==> config.mk <==
export PLATFORM = sky130hd
export DESIGN_NAME = irrig_tick_ctrl
export DESIGN_NICKNAME = d
export VERILOG_FILES = /design/src/rtl/irrig_tick_ctrl.sv
export SDC_FILE = /design/constraint.sdc
export NUM_CORES = 1
export LEC_CHECK = 0
export BUFFER_PORTS_ARGS = -buffer_cell sky130_fd_sc_hd__buf_2
export CAP_MARGIN = 20
export CELL_PAD_IN_SITES_DETAIL_PLACEMENT = 0
export CELL_PAD_IN_SITES_GLOBAL_PLACEMENT = 1
export CORE_ASPECT_RATIO = 0.7
export CORE_MARGIN = 3
export CORE_UTILIZATION = 45
export CTS_CLUSTER_SIZE = 25
export DETAILED_ROUTE_END_ITERATION = 10
export PLACE_DENSITY_LB_ADDON = 0.1
export SETUP_SLACK_MARGIN = 0.2
export SYNTH_ARGS = -nofsm -noshare
export SYNTH_HDL_FRONTEND = slang
export SYNTH_SLANG_ARGS = --single-unit
==> constraint.sdc <==
create_clock -name clk -period 2.7 [get_ports clk]
set_clock_uncertainty 0.15 [all_clocks]
set_input_delay 0.405 -clock clk [delete_from_list [all_inputs] [get_ports clk]]
set_output_delay 0.405 -clock clk [all_outputs]
set_load 0.05 [all_outputs]
==> src/rtl/irrig_tick_ctrl.sv <==
// -----------------------------------------------------------------------------
// irrig_tick_ctrl
// Control stage in front of the irrigation 4-bit JK up/down counter. It turns
// the operator buttons, the soil-dryness sensor and the counter value fed back
// into a single-cycle count tick and a count direction. One irrigation cycle
// is a fill phase (count up to 15) followed by a drain phase (count down to 0).
// The cycle repeats while the soil stays dry.
//
// Parameters
//   DIV     clk cycles per tick (4..65535)
//   DB_CYC  cycles an input must stay stable to be accepted (debounce build only)
//
// Ports
//   clk    in   system clock, rising edge
//   rst    in   asynchronous reset, active low
//   start  in   start/resume button (asynchronous, active high)
//   stop   in   pause/abort button (asynchronous, active high)
//   dry    in   soil sensor level, 1 = needs water (asynchronous)
//   q      in   [3:0] counter value fed back
//   tick   out  one-clk pulse that advances the counter
//   mode   out  counter direction, 1 = up, 0 = down
//   run    out  1 while the counter is actively counting
//   done   out  one-clk pulse when a fill+drain cycle completes
//
// Build option
//   IRRIG_TICK_CTRL_DEBOUNCE_EN  adds a DB_CYC-cycle stable-level filter after
//                                each input synchronizer.
// -----------------------------------------------------------------------------
module irrig_tick_ctrl #(
    parameter int DIV    = 250,
    parameter int DB_CYC = 16
) (
    input  logic       clk,
    input  logic       rst,
    input  logic       start,
    input  logic       stop,
    input  logic       dry,
    input  logic [3:0] q,
    output logic       tick,
    output logic       mode,
    output logic       run,
    output logic       done
);

    typedef enum logic [1:0] {
        S_IDLE  = 2'd0,
        S_FILL  = 2'd1,
        S_DRAIN = 2'd2,
        S_HOLD  = 2'd3
    } state_t;

    // Elaboration-time guard on the legal parameter ranges.
    if (DIV < 4 || DIV > 65535 || DB_CYC < 1) begin : g_bad_param
        $error("irrig_tick_ctrl: DIV must be 4..65535 and DB_CYC >= 1");
    end

    // ------------------------------------------------------------------------
    // Input conditioning: bit 0 = start, bit 1 = stop, bit 2 = dry
    // ------------------------------------------------------------------------
    logic [2:0] w_raw;
    logic [2:0] r_sync1;
    logic [2:0] r_sync2;
    logic [2:0] w_cond;     // synchronized (and optionally filtered) levels
    logic [1:0] r_prev;     // previous start/stop level for edge detection
    logic       w_start_p;
    logic       w_stop_p;
    logic       w_dry;

    assign w_raw = {dry, stop, start};

    // NOTE: state registers use non-blocking assignments so every flop samples
    // the values from before the clock edge, independent of statement order.
    always_ff @(posedge clk or negedge rst) begin
        if (!rst) begin
            r_sync1 <= '0;
            r_sync2 <= '0;
        end else begin
            r_sync1 <= w_raw;
            r_sync2 <= r_sync1;
        end
    end

`ifdef IRRIG_TICK_CTRL_DEBOUNCE_EN
    localparam int DB_W = $clog2(DB_CYC + 1);

    logic [DB_W-1:0] r_db_cnt [3];
    logic [2:0]      r_db_lvl;

    // The accepted level only follows the synchronized input after it has
    // differed from the accepted level for DB_CYC consecutive cycles.
    // NOTE: this small counter array is reset element by element; it is
    // control state, not a storage RAM, so a reset is both legal and required.
    always_ff @(posedge clk or negedge rst) begin
        if (!rst) begin
            r_db_lvl <= '0;
            for (int i = 0; i < 3; i++) r_db_cnt[i] <= '0;
        end else begin
            for (int i = 0; i < 3; i++) begin
                if (r_sync2[i] == r_db_lvl[i]) begin
                    r_db_cnt[i] <= '0;
                end else if (r_db_cnt[i] == DB_W'(DB_CYC - 1)) begin
                    r_db_lvl[i] <= r_sync2[i];
                    r_db_cnt[i] <= '0;
                end else begin
                    r_db_cnt[i] <= r_db_cnt[i] + DB_W'(1);
                end
            end
        end
    end

    assign w_cond = r_db_lvl;
`else
    assign w_cond = r_sync2;
`endif

    always_ff @(posedge clk or negedge rst) begin
        if (!rst) r_prev <= '0;
        else      r_prev <= w_cond[1:0];
    end

    assign w_start_p = w_cond[0] & ~r_prev[0];
    assign w_stop_p  = w_cond[1] & ~r_prev[1];
    assign w_dry     = w_cond[2];

    // ------------------------------------------------------------------------
    // State machine
    // ------------------------------------------------------------------------
    state_t      r_state;
    state_t      w_state_nxt;
    logic        r_saved_drain;   // suspended phase while in HOLD: 1 = DRAIN
    logic        w_saved_nxt;
    logic        r_drain_ticked;  // a tick has been issued since DRAIN was entered
    logic [15:0] r_pre;
    logic        w_drain_end;

    // The q==0 seen right after entering DRAIN must not end the phase, so the
    // exit also needs at least one tick issued inside DRAIN.
    assign w_drain_end = (q == 4'd0) && r_drain_ticked;

    // NOTE: every output of this block gets a default first so no path leaves
    // a signal unassigned, which would otherwise infer a latch.
    always_comb begin
        w_state_nxt = r_state;
        w_saved_nxt = r_saved_drain;
        run         = 1'b0;
        mode        = 1'b1;
        done        = 1'b0;
        case (r_state)
            S_IDLE: begin
                if (w_start_p && !w_stop_p && w_dry) w_state_nxt = S_FILL;
            end
            S_FILL: begin
                run = 1'b1;
                if (w_stop_p) begin
                    // A pending fill->drain change is stored as DRAIN.
                    w_state_nxt = S_HOLD;
                    w_saved_nxt = (q == 4'd15);
                end else if (q == 4'd15) begin
                    w_state_nxt = S_DRAIN;
                end
            end
            S_DRAIN: begin
                run  = 1'b1;
                mode = 1'b0;
                if (w_drain_end) begin
                    // done pulses even when stop arrives in the same cycle.
                    done        = 1'b1;
                    w_state_nxt = (w_stop_p || !w_dry) ? S_IDLE : S_FILL;
                end else if (w_stop_p) begin
                    w_state_nxt = S_HOLD;
                    w_saved_nxt = 1'b1;
                end
            end
            S_HOLD: begin
                mode = ~r_saved_drain;
                if (w_stop_p)       w_state_nxt = S_IDLE;
                else if (w_start_p) w_state_nxt = r_saved_drain ? S_DRAIN : S_FILL;
            end
            default: w_state_nxt = S_IDLE;
        endcase
    end

    assign tick = run && (r_pre == 16'(DIV - 1));

    always_ff @(posedge clk or negedge rst) begin
        if (!rst) begin
            r_state        <= S_IDLE;
            r_saved_drain  <= 1'b0;
            r_pre          <= '0;
            r_drain_ticked <= 1'b0;
        end else begin
            r_state       <= w_state_nxt;
            r_saved_drain <= w_saved_nxt;

            // Prescaler restarts from 0 on each IDLE entry, holds while paused.
            if (w_state_nxt == S_IDLE && r_state != S_IDLE) r_pre <= '0;
            else if (tick)                                 r_pre <= '0;
            else if (run)                                  r_pre <= r_pre + 16'd1;

            // Cleared outside DRAIN/HOLD so a resumed DRAIN keeps its history.
            if (r_state == S_DRAIN && tick)                      r_drain_ticked <= 1'b1;
            else if (r_state == S_FILL || r_state == S_IDLE)     r_drain_ticked <= 1'b0;
        end
    end

endmodule

# [Word-level counts from Yosys, hierarchy flattened]
# Cells that the tools add are included.
[totals] regBits=28 latch_bits=0 ramBits=0 mem_bits_ro=0 inputBits=9 out_inout_bits=4 mem_count=0
[classes] add_sub_neg=1 mul=0 div_mod_pow=0 order_cmp=0 eq_ne=8 n_shift=0 mux=23 n_bitwise=5 n_reduce_logical=19
[op_table] op="two-way mux 16 bit" n=3
[op_table] op="adder 16 x 1 -> 16 bit, second input constant" n=1
[op_table] op="== test 16 x 8 -> 1 bit, second input constant" n=1
[op_table] op="two-way mux 2 bit" n=8
[op_table] op="two-way mux 1 bit" n=9
[op_table] op="one-hot mux 2 bit (4 select lines)" n=1
[op_table] op="logical AND 1 bit" n=6
[op_table] op="inequality test 2 bit, second input constant" n=3
[op_table] op="nonzero test 2 bit" n=3
[op_table] op="== test 2 bit, second input constant" n=2
[op_table] op="== test 4 bit, second input constant" n=1
[op_table] op="zero test 2 bit" n=2
[op_table] op="zero test 4 bit" n=1
[op_table] op="one-hot mux 1 bit (2 select lines)" n=2
[op_table] op="AND reduction 4 bit" n=1
[op_table] op="NOT 1 bit" n=3
[op_table] op="nonzero test 3 bit" n=1
[op_table] op="AND 1 bit" n=2
[op_table] op="== test 2 x 1 -> 1 bit, second input constant" n=1
[op_table] op="zero test 1 bit" n=2
[op_table] op="logical OR 1 bit" n=2
[op_table] op="OR reduction 2 bit" n=1

# [Longest topological paths before layout]
# Gate-level depths: netlist of run 1.
[logic_depth] ltp_word=10 mapped_depth=9 depth_no_buf=7

# [Worst setup path after synthesis of run 1]
# No wires, ideal clock.
[synth_path] kind="register to register" start="reg r_state[1]" end="reg r_pre[2]" arrival_time_ps=2421 t_required_ps=2432 setup_slack_ps=11 stages_incl_launch_ff=10 path_buffers=2 period_less_slack_ps=2689 path_cell_list="dfrtp_1 inv_1 ha_1 nor4bb_1 and4_1 clkbuf_1 buf_2 o21ai_0 a21oi_1 nor2_1"
[synth_between] elab_chain_cells=6 word_cells_on_any_way=21
[synth_lines] element="from (decl)" line="128" source="state_t r_state;"
[synth_lines] element="from (signal assigned)" line="192" source="r_state <= w_state_nxt;"
[synth_lines] element="== test 2 bit or == test 2 x 1 -> 1 bit (tied branches)" line="148" source="case (r_state)"
[synth_lines] element="OR reduction 2 bit (no line) *"
[synth_lines] element="two-way mux 1 bit *" line="148"
[synth_lines] element="via run" line="41" source="output logic run,"
[synth_lines] element="logical AND 1 bit *" line="183" source="assign tick = run && (r_pre == 16'(DIV - 1));"
[synth_lines] element="via tick" line="39" source="output logic tick,"
[synth_lines] element="two-way mux 16 bit" line="197" source="else if (tick) r_pre <= '0;"
[synth_lines] element="two-way mux 16 bit" line="196" source="if (w_state_nxt == S_IDLE && r_state != S_IDLE) r_pre <= '0;"
[synth_lines] element="to (signal assigned)" line="198" source="else if (run) r_pre <= r_pre + 16'd1;"
[synth_lines] element="to (decl)" line="133" source="logic [15:0] r_pre;"
# Mark *: on every way through the listed nets, which the timed path passes. The rest lies on a longest branch.
# A chain may end at the register's enable or synchronous reset.

# [Worst setup path after layout of run 1]
[layout_path] start="reg r_state[0]" end="out tick"
[layout_between] elab_chain_cells=4 word_cells_on_any_way=5
[layout_lines] element="== test 2 bit or == test 2 x 1 -> 1 bit (tied branches)" line="148"
[layout_lines] element="OR reduction 2 bit (no line) *"
[layout_lines] element="two-way mux 1 bit *" line="148"
[layout_lines] element="logical AND 1 bit *" line="183"
[layout_lines] element="to (decl)" line="39"
# Mark *: on every way between the ends. The rest lies on a longest branch, timed or not.

==> flow_summary.json, run 1 <==
{
  "ff2ff_setup_slack_ps": 420,
  "finalSetupViolCount": 0,
  "yosys_warnings": 0,
  "irDropWorstVdd_uv": 570,
  "instances_no_fill": 204,
  "cp_max_fo": 4,
  "min_path_type": "primary input to asynchronous set/reset pin",
  "antenna_left": 0,
  "areaGrowthSynthToFinish_pct": 13.2,
  "drc": 0,
  "buffer_ports.inserted": 12,
  "slew-limit-headroom": 0.588,
  "maxCapViolCount": 0,
  "grt_overflow_total": 0,
  "grt_pass1_wl_um": 5380,
  "route.met2.wl_um": 1300,
  "drt-wirelength-per-cell_um": 15.6,
  "fin_crit_ps": 2400,
  "yosysSeqAreaShare": 0.469,
  "slowest_delay_ps": 410,
  "clk_latency_ps": 270,
  "fmax_mhz": 417,
  "topRoutingLayerUsed": "met4",
  "nNetsFinal": 184,
  "place_congestion": 0.785,
  "holdWs_ps": -17.4,
  "finalSetupTns_ps": 0,
  "wl_um": 3190,
  "power.density_nw_per_um2": 951,
  "layout_common_cells": "26 x dfrtp_1, 15 x nand2_1, 15 x nor2_1",
  "num_rows": 16,
  "worstSetupStartpointType": "register",
  "met1_length_um": 1720,
  "worstSetupPathType": "register to primary output",
  "drive_gt1_frac": 0.185,
  "core-area_um2": 2980,
  "grt_pass1_vias": 1121,
  "clock_sinks": 28,
  "die_h_um": 54.2,
  "drt_iter0_drc": 178,
  "grt_antenna_before_repair": 0,
  "synth_area_um2": 1490,
  "rsz0062_at_grt": "no",
  "finalHoldViolations": 18,
  "drv_slew": 0,
  "vias_per_cell": 5.82,
  "tightest_slew_ps": 618,
  "startpoint": "r_state[0]",
  "ys_seq_elements": 28,
  "htree_levels": 1,
  "synth_cells": 152,
  "netlist.top_cell.by_area": "dfrtp_1",
  "status": "finished, violations left",
  "start_util": 0.501,
  "fp.dieW_um": 74.9,
  "synth.top_cell.area_share": 0.469,
  "grt_max_degree": 29,
  "p_leak_nw": 0.758,
  "violations": "hold timing",
  "r2r_cells": 8,
  "worst_ep_required_time_ps": 2140,
  "fillCellCount": 264,
  "cts_buffer_depth": 2,
  "cts_tree": "yes",
  "final_area_um2": 1690,
  "path_cells": "inv_1, ha_2, nor4bb_1, and4_1, buf_6",
  "syn_nets": 167,
  "cp_slowest_cell": "dfrtp_2",
  "die_area_um2": 4060,
  "root_buffer": "clkbuf_8",
  "mostFrequentLayoutCell": "dfrtp_1",
  "netlist-cell-type-count": 40,
  "antenna_cells": 0,
  "met3_length_um": 149,
  "syn_avg_cell_area_um2": 9.83,
  "dr.pass1.iters": 4,
  "r2r-start": "r_state[0]",
  "post-route-period-util": 0.887,
  "place_inst": 198,
  "grtUsageTotal": 0.179,
  "crit_arrival_ps": 1840,
  "via_count": 1187,
  "cts_hold_buf": 0,
  "cts_buffers": 3,
  "io_pins": 13,
  "placed_cell_area_um2": 1600,
  "clkSlewWorstSetupHoldPaths_ps": 100,
  "synthTopCellsByArea": "dfrtp_1 47%, ha_1 5.0%, nand2_1 3.8%",
  "worstSetupEndpointType": "primary output",
  "dpl.hpwl_um": 2250
}
-- Yosys cell counts, drive strengths merged --
cell / number
nor2: 15
inv: 4
mux2i: 5
o211ai: 1
dfrtp: 28
ha: 6
a31oi: 2
nor3: 3
o31ai: 1
nand3: 4
nand3b: 2
o221ai: 1
nor4bb: 1
nand2: 15
o21bai: 1
a21oi: 10
nor4b: 2
or2b: 1
nor4: 3
mux2: 1
clkbuf: 3
and3: 6
or3: 3
and2: 2
and4: 5
a21o: 1
o21ai: 10
o22a: 2
nand4b: 1
buf: 2
xor2: 4
a311oi: 1
nor2b: 2
nand4: 3
nand2b: 1
-- registers in the layout (all words and copies together), names as in the netlist --
register / cells
r_sync1: 3
r_prev: 2
r_saved_drain: 1
r_state: 2
r_pre: 16
r_drain_ticked: 1
r_sync2: 3
-- path summary, 6_finish.rpt --
check                           endpoint
max                                 tick
min                        r_saved_drain
max reg2reg                     r_pre[9]
min reg2reg                   r_sync2[2]
max in group asynchronous     r_state[1]
min in group clk              r_sync1[0]
-- critical path: cells and delay by family (launching register included) --
| family | cells | cell delay (ps) |
|---|---|---|
| AND/OR/NAND/NOR | 2 | 550 |
| flip-flops | 1 | 410 |
| adder cells (fa/ha/maj) | 1 | 350 |
| buffers and inverters | 2 | 270 |
-- final cells by class --
class,instances,area (um^2),share of cell area
clock buffers,3,41.3,0.0244
clock inverters,1,30.0,0.0178
inverters,4,15.0,0.00888
multi-input cells,115,753,0.445
flip-flops and latches,28,703,0.416
well taps,36,45.0,0.0266
repair buffers,17,104,0.0614
-- layer usage --
| layer | GRT usage | vias to the layer above |
|---|---|---|
| met5 | 0 | - |
| met4 | 0.0266 | 0 |
| met3 | 0.0392 | 2 |
| met2 | 0.247 | 30 |
| met1 | 0.285 | 576 |
| li1 | - | 579 |
-- cells by family (layout without fill, tap and decap cells) --
group | count (synthesis) | in the layout | synth area share
AO/OA/AOI/OAI | 30 | 30 | 0.123
XOR/XNOR | 4 | 4 | 0.0234
multiplexers | 6 | 6 | 0.0410
buffers and inverters | 9 | 25 | 0.0285
flip-flops | 28 | 28 | 0.469
adder cells (fa/ha/maj) | 6 | 6 | 0.0502
AND/OR/NAND/NOR | 69 | 69 | 0.265
-- power by group --
| part | internal (mW) | switching [mW] |
|---|---|---|
| registers | 0.472 | 0.0564 |
| logic | 0.266 | 0.488 |
| clock network | 0.198 | 0.128 |
| total | 0.937 | 0.673 |
-- stage by stage --
step	total power, mW	utilization	setup slack [ps]
floorplan	1.08	-	246
detailed placement	1.25	0.535	427
finish	1.61	0.567	305
global placement	1.25	0.535	451
global route	1.72	0.567	218
CTS	1.59	0.560	211
-- what timing repair did --
item	in CTS	in global routing
pin swaps	0	1
endpoints found under the setup margin	1	1
buffers inserted	0	2
hold endpoints to repair	0	0
gates resized for setup	2	2
Note: power is estimated with default switching activity, not from simulation.
==> run 2, diff against run 1 <==
Settings changed: CORE_ASPECT_RATIO 0.7 to 1.1.
==> run 2 against run 1 <==
The flow now finishes without violations. Die area shrank 0.25%. Sequential share of layout area shrank 1.0 points. Combinational power is 3.6% higher. First-iteration DRC count fell by 57%. Critical path depth unchanged. Global-route usage down 0.41 points. Wire length decreased by 5.5%. Core utilization down 0.86 points. Worst setup slack improved by 55 ps. Clock power decreased by 15%. Cell count up 2.5%. Via count grew 2.5%. Critical path type unchanged.
==> flow_summary.json, run 2 (synthesized netlist as in run 1, its figures left out) <==
{
  "status": "finished clean",
  "startpoint": "r_pre[1]",
  "antenna_left": 0,
  "clkSlewWorstSetupHoldPaths_ps": 160,
  "rsz0062_at_grt": "no",
  "htree_levels": 1,
  "clk_latency_ps": 330,
  "drt_iter0_drc": 76,
  "grt_overflow_total": 0,
  "dpl.hpwl_um": 2120,
  "grt_pass1_wl_um": 5320,
  "fp.dieW_um": 60.9,
  "worstSetupPathType": "register to primary output",
  "tightest_slew_ps": 619,
  "power.density_nw_per_um2": 913,
  "dr.pass1.iters": 4,
  "finalSetupTns_ps": 0,
  "fmax_mhz": 427,
  "total_power_mw": 1.58,
  "buffer_ports.inserted": 12,
  "cts_buffer_depth": 2,
  "start_util": 0.482,
  "mostFrequentLayoutCell": "dfrtp_1",
  "worstSetupEndpointType": "primary output",
  "finalHoldViolations": 0,
  "cts_buffers": 3,
  "r2r-start": "r_state[0]",
  "grtUsageTotal": 0.175,
  "place_congestion": 0.823,
  "maxCapViolCount": 0,
  "largest_register_ffs": 16,
  "via_count": 1217,
  "layout_common_cells": "27 x dfrtp_1, 15 x nand2_1, 15 x nor2_1",
  "reg_top3": "r_pre: 16 flops, r_sync1: 3 flops, r_sync2: 3 flops",
  "drt-wirelength-per-cell_um": 14.4,
  "drv_slew": 0,
  "root_buffer": "clkbuf_4",
  "largest_register": "r_pre",
  "wl_um": 3010,
  "fin_crit_ps": 2340,
  "worst_ep_required_time_ps": 2140,
  "io_pins": 13,
  "antenna_cells": 0,
  "nNetsFinal": 191,
  "min_path_type": "register to register",
  "crit_arrival_ps": 1790,
  "finalSetupViolCount": 0,
  "p_leak_nw": 0.782,
  "cp_max_fo": 5,
  "core-area_um2": 3100,
  "num_rows": 21,
  "slew-limit-headroom": 0.587,
  "grt_antenna_before_repair": 0,
  "clock_sinks": 28,
  "grt_max_degree": 29,
  "drc": 0,
  "areaGrowthSynthToFinish_pct": 15.9,
  "cts_tree": "yes",
  "irDropWorstVdd_uv": 434,
  "post-route-period-util": 0.867,
  "worstSetupStartpointType": "register",
  "hold_start": "r_sync1[1]",
  "drive_gt1_frac": 0.189,
  "die_area_um2": 4050,
  "holdWs_ps": 217,
  "vias_per_cell": 5.82,
  "grt_pass1_vias": 1153,
  "die_h_um": 66.4
}
==> run 2: cell types whose count changed in the layout (fill, tap and decap cells not counted), sizes merged <==
cell and delta:
dlygate4sd3 +4, buf +3
==> run 2: where the power goes <==
part           switching (mW)  internal (mW)  total [mW]  leakage, nW
Clock                   0.128          0.150       0.278       0.0279
Sequential             0.0503          0.471       0.521        0.364
Combinational           0.482          0.300       0.781        0.390
==> run 2: final timing paths <==
path	cells past startpoint	end	slack (ps)
max in group asynchronous	2	r_state[1]	1510
min in group asynchronous	2	r_drain_ticked	450
worst max register to register	8	r_pre[11]	450
worst max-delay path	5	tick	360
worst min-delay path	0	r_sync2[1]	220
worst min register to register	0	r_sync2[1]	220
==> run 2: cell type report <==
cell class | instances | area [um^2]
Sequential cell | 28 | 702
Clock buffer | 3 | 22.5
Inverter | 4 | 15.0
Timing Repair Buffer | 24 | 166
Multi-Input combinational cell | 115 | 753
Fill cell | 294 | 1370
Tap cell | 34 | 42.5
Clock inverter | 1 | 30.0
==> run 2: what timing repair did <==
action                     4_1_cts  5_1_grt
hold buffers                     3        1
setup endpoints to repair        1        1
pin swaps                        0        1
buffers inserted                 1        3
resized for setup                2        1
hold endpoints to repair        30        1
==> run 2: per-layer routing <==
| metal | part of all wire | GRT usage | vias to the layer above |
|---|---|---|---|
| met1 | 0.49 | 0.243 | 586 |
| li1 | - | - | 599 |
| met5 | 0 | 0 | - |
| met3 | 0.037 | 0.0234 | 4 |
| met2 | 0.46 | 0.273 | 28 |
| met4 | 0.011 | 0.0650 | 0 |
==> run 2: worst max-delay path: stages (launching register included) <==
cell and delay, ps:
dfrtp_1 450, inv_1 70, ha_1 140, nor4b_1 310, and4_1 310, buf_6 170
==> run 2: through the flow <==
step / setup slack, ps / cells / instance area [um^2] / utilization
5_1_grt: 238 / 209 / 1730 / 0.559
3_3_place_gp: 461 / 197 / 1600 / 0.517
4_1_cts: 225 / 205 / 1700 / 0.547
3_5_place_dp: 424 / 197 / 1600 / 0.517
6_report: 359 / 209 / 1730 / 0.559
2_1_floorplan: 246 / 152 / 1500 / -
==> run 3, diff against run 2 <==
Settings changed: CORE_UTILIZATION 45 to 48, CTS_BUF_LIST set to sky130_fd_sc_hd__clkbuf_4 sky130_fd_sc_hd__clkbuf_8.
==> run 3 against run 2 <==
Count of clock-buffer cells in the layout unchanged. Clock power decreased by 2%. Wire length up 4.4%. Maximum frequency is 3.2% lower. Global-route usage is 0.15 points higher. Largest power group unchanged. Highest routed layer unchanged.
==> flow_summary.json, run 3 (synthesized netlist as in run 1, its figures left out) <==
{
  "status": "finished clean",
  "drt_iter0_drc": 48,
  "finalSetupViolCount": 0,
  "vias_per_cell": 5.88,
  "min_path_type": "primary input to register",
  "cp_max_fo": 4,
  "clkSlewWorstSetupHoldPaths_ps": 140,
  "dr.pass1.iters": 4,
  "wl_um": 3140,
  "power.density_nw_per_um2": 922,
  "cts_buffer_depth": 2,
  "num_rows": 20,
  "finalSetupTns_ps": 0,
  "grt_pass1_vias": 1172,
  "hold_depth": 1,
  "htree_levels": 1,
  "areaGrowthSynthToFinish_pct": 14.7,
  "tightest_slew_ps": 614,
  "clk_latency_ps": 330,
  "start_util": 0.519,
  "r2r_cells": 8,
  "via_count": 1211,
  "crit_arrival_ps": 1860,
  "buffer_ports.inserted": 12,
  "grt_max_degree": 29,
  "grtUsageTotal": 0.176,
  "maxCapViolCount": 0,
  "grt_antenna_before_repair": 0,
  "hold_start": "stop",
  "worst_ep_required_time_ps": 2140,
  "io_pins": 13,
  "hold-path-endpoint": "r_sync1[1]",
  "core-area_um2": 2880,
  "slew-limit-headroom": 0.591,
  "largest_register": "r_pre",
  "largest_register_ffs": 16,
  "post-route-period-util": 0.896,
  "root_buffer": "clkbuf_4",
  "grt_pass1_wl_um": 5210,
  "drc": 0,
  "antenna_cells": 0,
  "drv_slew": 0,
  "drive_gt1_frac": 0.191,
  "r2r-start": "r_state[0]",
  "p_leak_nw": 0.774,
  "holdWs_ps": 29.7,
  "die_h_um": 64.5,
  "fp.dieW_um": 59.2,
  "fmax_mhz": 413,
  "clock_sinks": 28,
  "r2r_end": "r_pre[9]",
  "ff2ff_setup_slack_ps": 450,
  "mostFrequentLayoutCell": "dfrtp_1",
  "rsz0062_at_grt": "no",
  "fillCellCount": 263,
  "place_congestion": 0.842,
  "drt-wirelength-per-cell_um": 15.3,
  "layout_common_cells": "27 x dfrtp_1, 15 x nand2_1, 15 x nor2_1",
  "die_area_um2": 3820,
  "worstSetupPathType": "register to primary output",
  "irDropWorstVdd_uv": 653,
  "grt_overflow_total": 0,
  "finalHoldViolations": 0,
  "worstSetupEndpointType": "primary output",
  "cts_buffers": 3,
  "cts_tree": "yes",
  "reg_top3": "r_pre: 16 flops, r_sync1: 3 flops, r_sync2: 3 flops",
  "nNetsFinal": 189,
  "worstSetupStartpointType": "register",
  "antenna_left": 0,
  "dpl.hpwl_um": 2290,
  "fin_crit_ps": 2420
}
## run 3: cell type report
type	instances	area, um^2	area share
repair buffers	22	149	0.0869
well taps	33	41.3	0.0241
clock buffers	3	22.5	0.0131
flip-flops and latches	28	702	0.409
multi-input cells	115	754	0.440
inverters	4	15.0	0.00876
clock inverters	1	30.0	0.0175
## run 3: layer usage
layer	share of wire	track usage	vias up
met3	0.029	0.0299	4
met4	0.0092	0.0623	0
met5	0	0	-
met2	0.51	0.299	18
li1	-	-	595
met1	0.45	0.220	594
## run 3: timing repair
item                                   in CTS  in global routing
pin swaps                                   0                  0
gates resized for setup                     2                  2
endpoints found under the hold margin      28                  2
setup endpoints to repair                   1                  1
hold buffers                                1                  2
gates cloned                                0                  0
buffers inserted                            2                  1
## run 3: power by group
| part | total [mW] | leakage [nW] | switching [mW] | internal [mW] |
|---|---|---|---|---|
| combinational | 0.790 | 0.382 | 0.494 | 0.297 |
| clock | 0.273 | 0.0279 | 0.123 | 0.150 |
| sequential | 0.516 | 0.364 | 0.0458 | 0.471 |
| total | 1.58 | 0.774 | 0.662 | 0.917 |
## run 3: worst max-delay path by stage
stage	start	endpoint	slack (ps)	cells past startpoint
after global placement	r_state[1]	tick	510	5
after detailed placement	r_state[0]	r_pre[9]	460	8
final	r_state[0]	tick	280	5
after global routing	r_state[0]	tick	190	5
after CTS	r_state[0]	tick	270	5
after floorplan	r_state[1]	r_pre[2]	250	9
## run 3: through the flow
stage               std cells  total power, mW  utilization  worst slack, ps  cell area (um^2)
floorplan                 152             1.08            -              246              1500
global placement          196             1.26        0.556              511              1600
detailed placement        196             1.28        0.556              462              1600
CTS                       203             1.58        0.584              267              1680
global route              206             1.69        0.596              190              1710
finish                    206             1.58        0.596              281              1710
## run 3: worst max-delay path, cell delays in order (launching register included)
cell and delay [ps]:
dfrtp_1 380, inv_1 90, ha_2 360, nor4bb_1 250, and4_2 290, buf_6 170
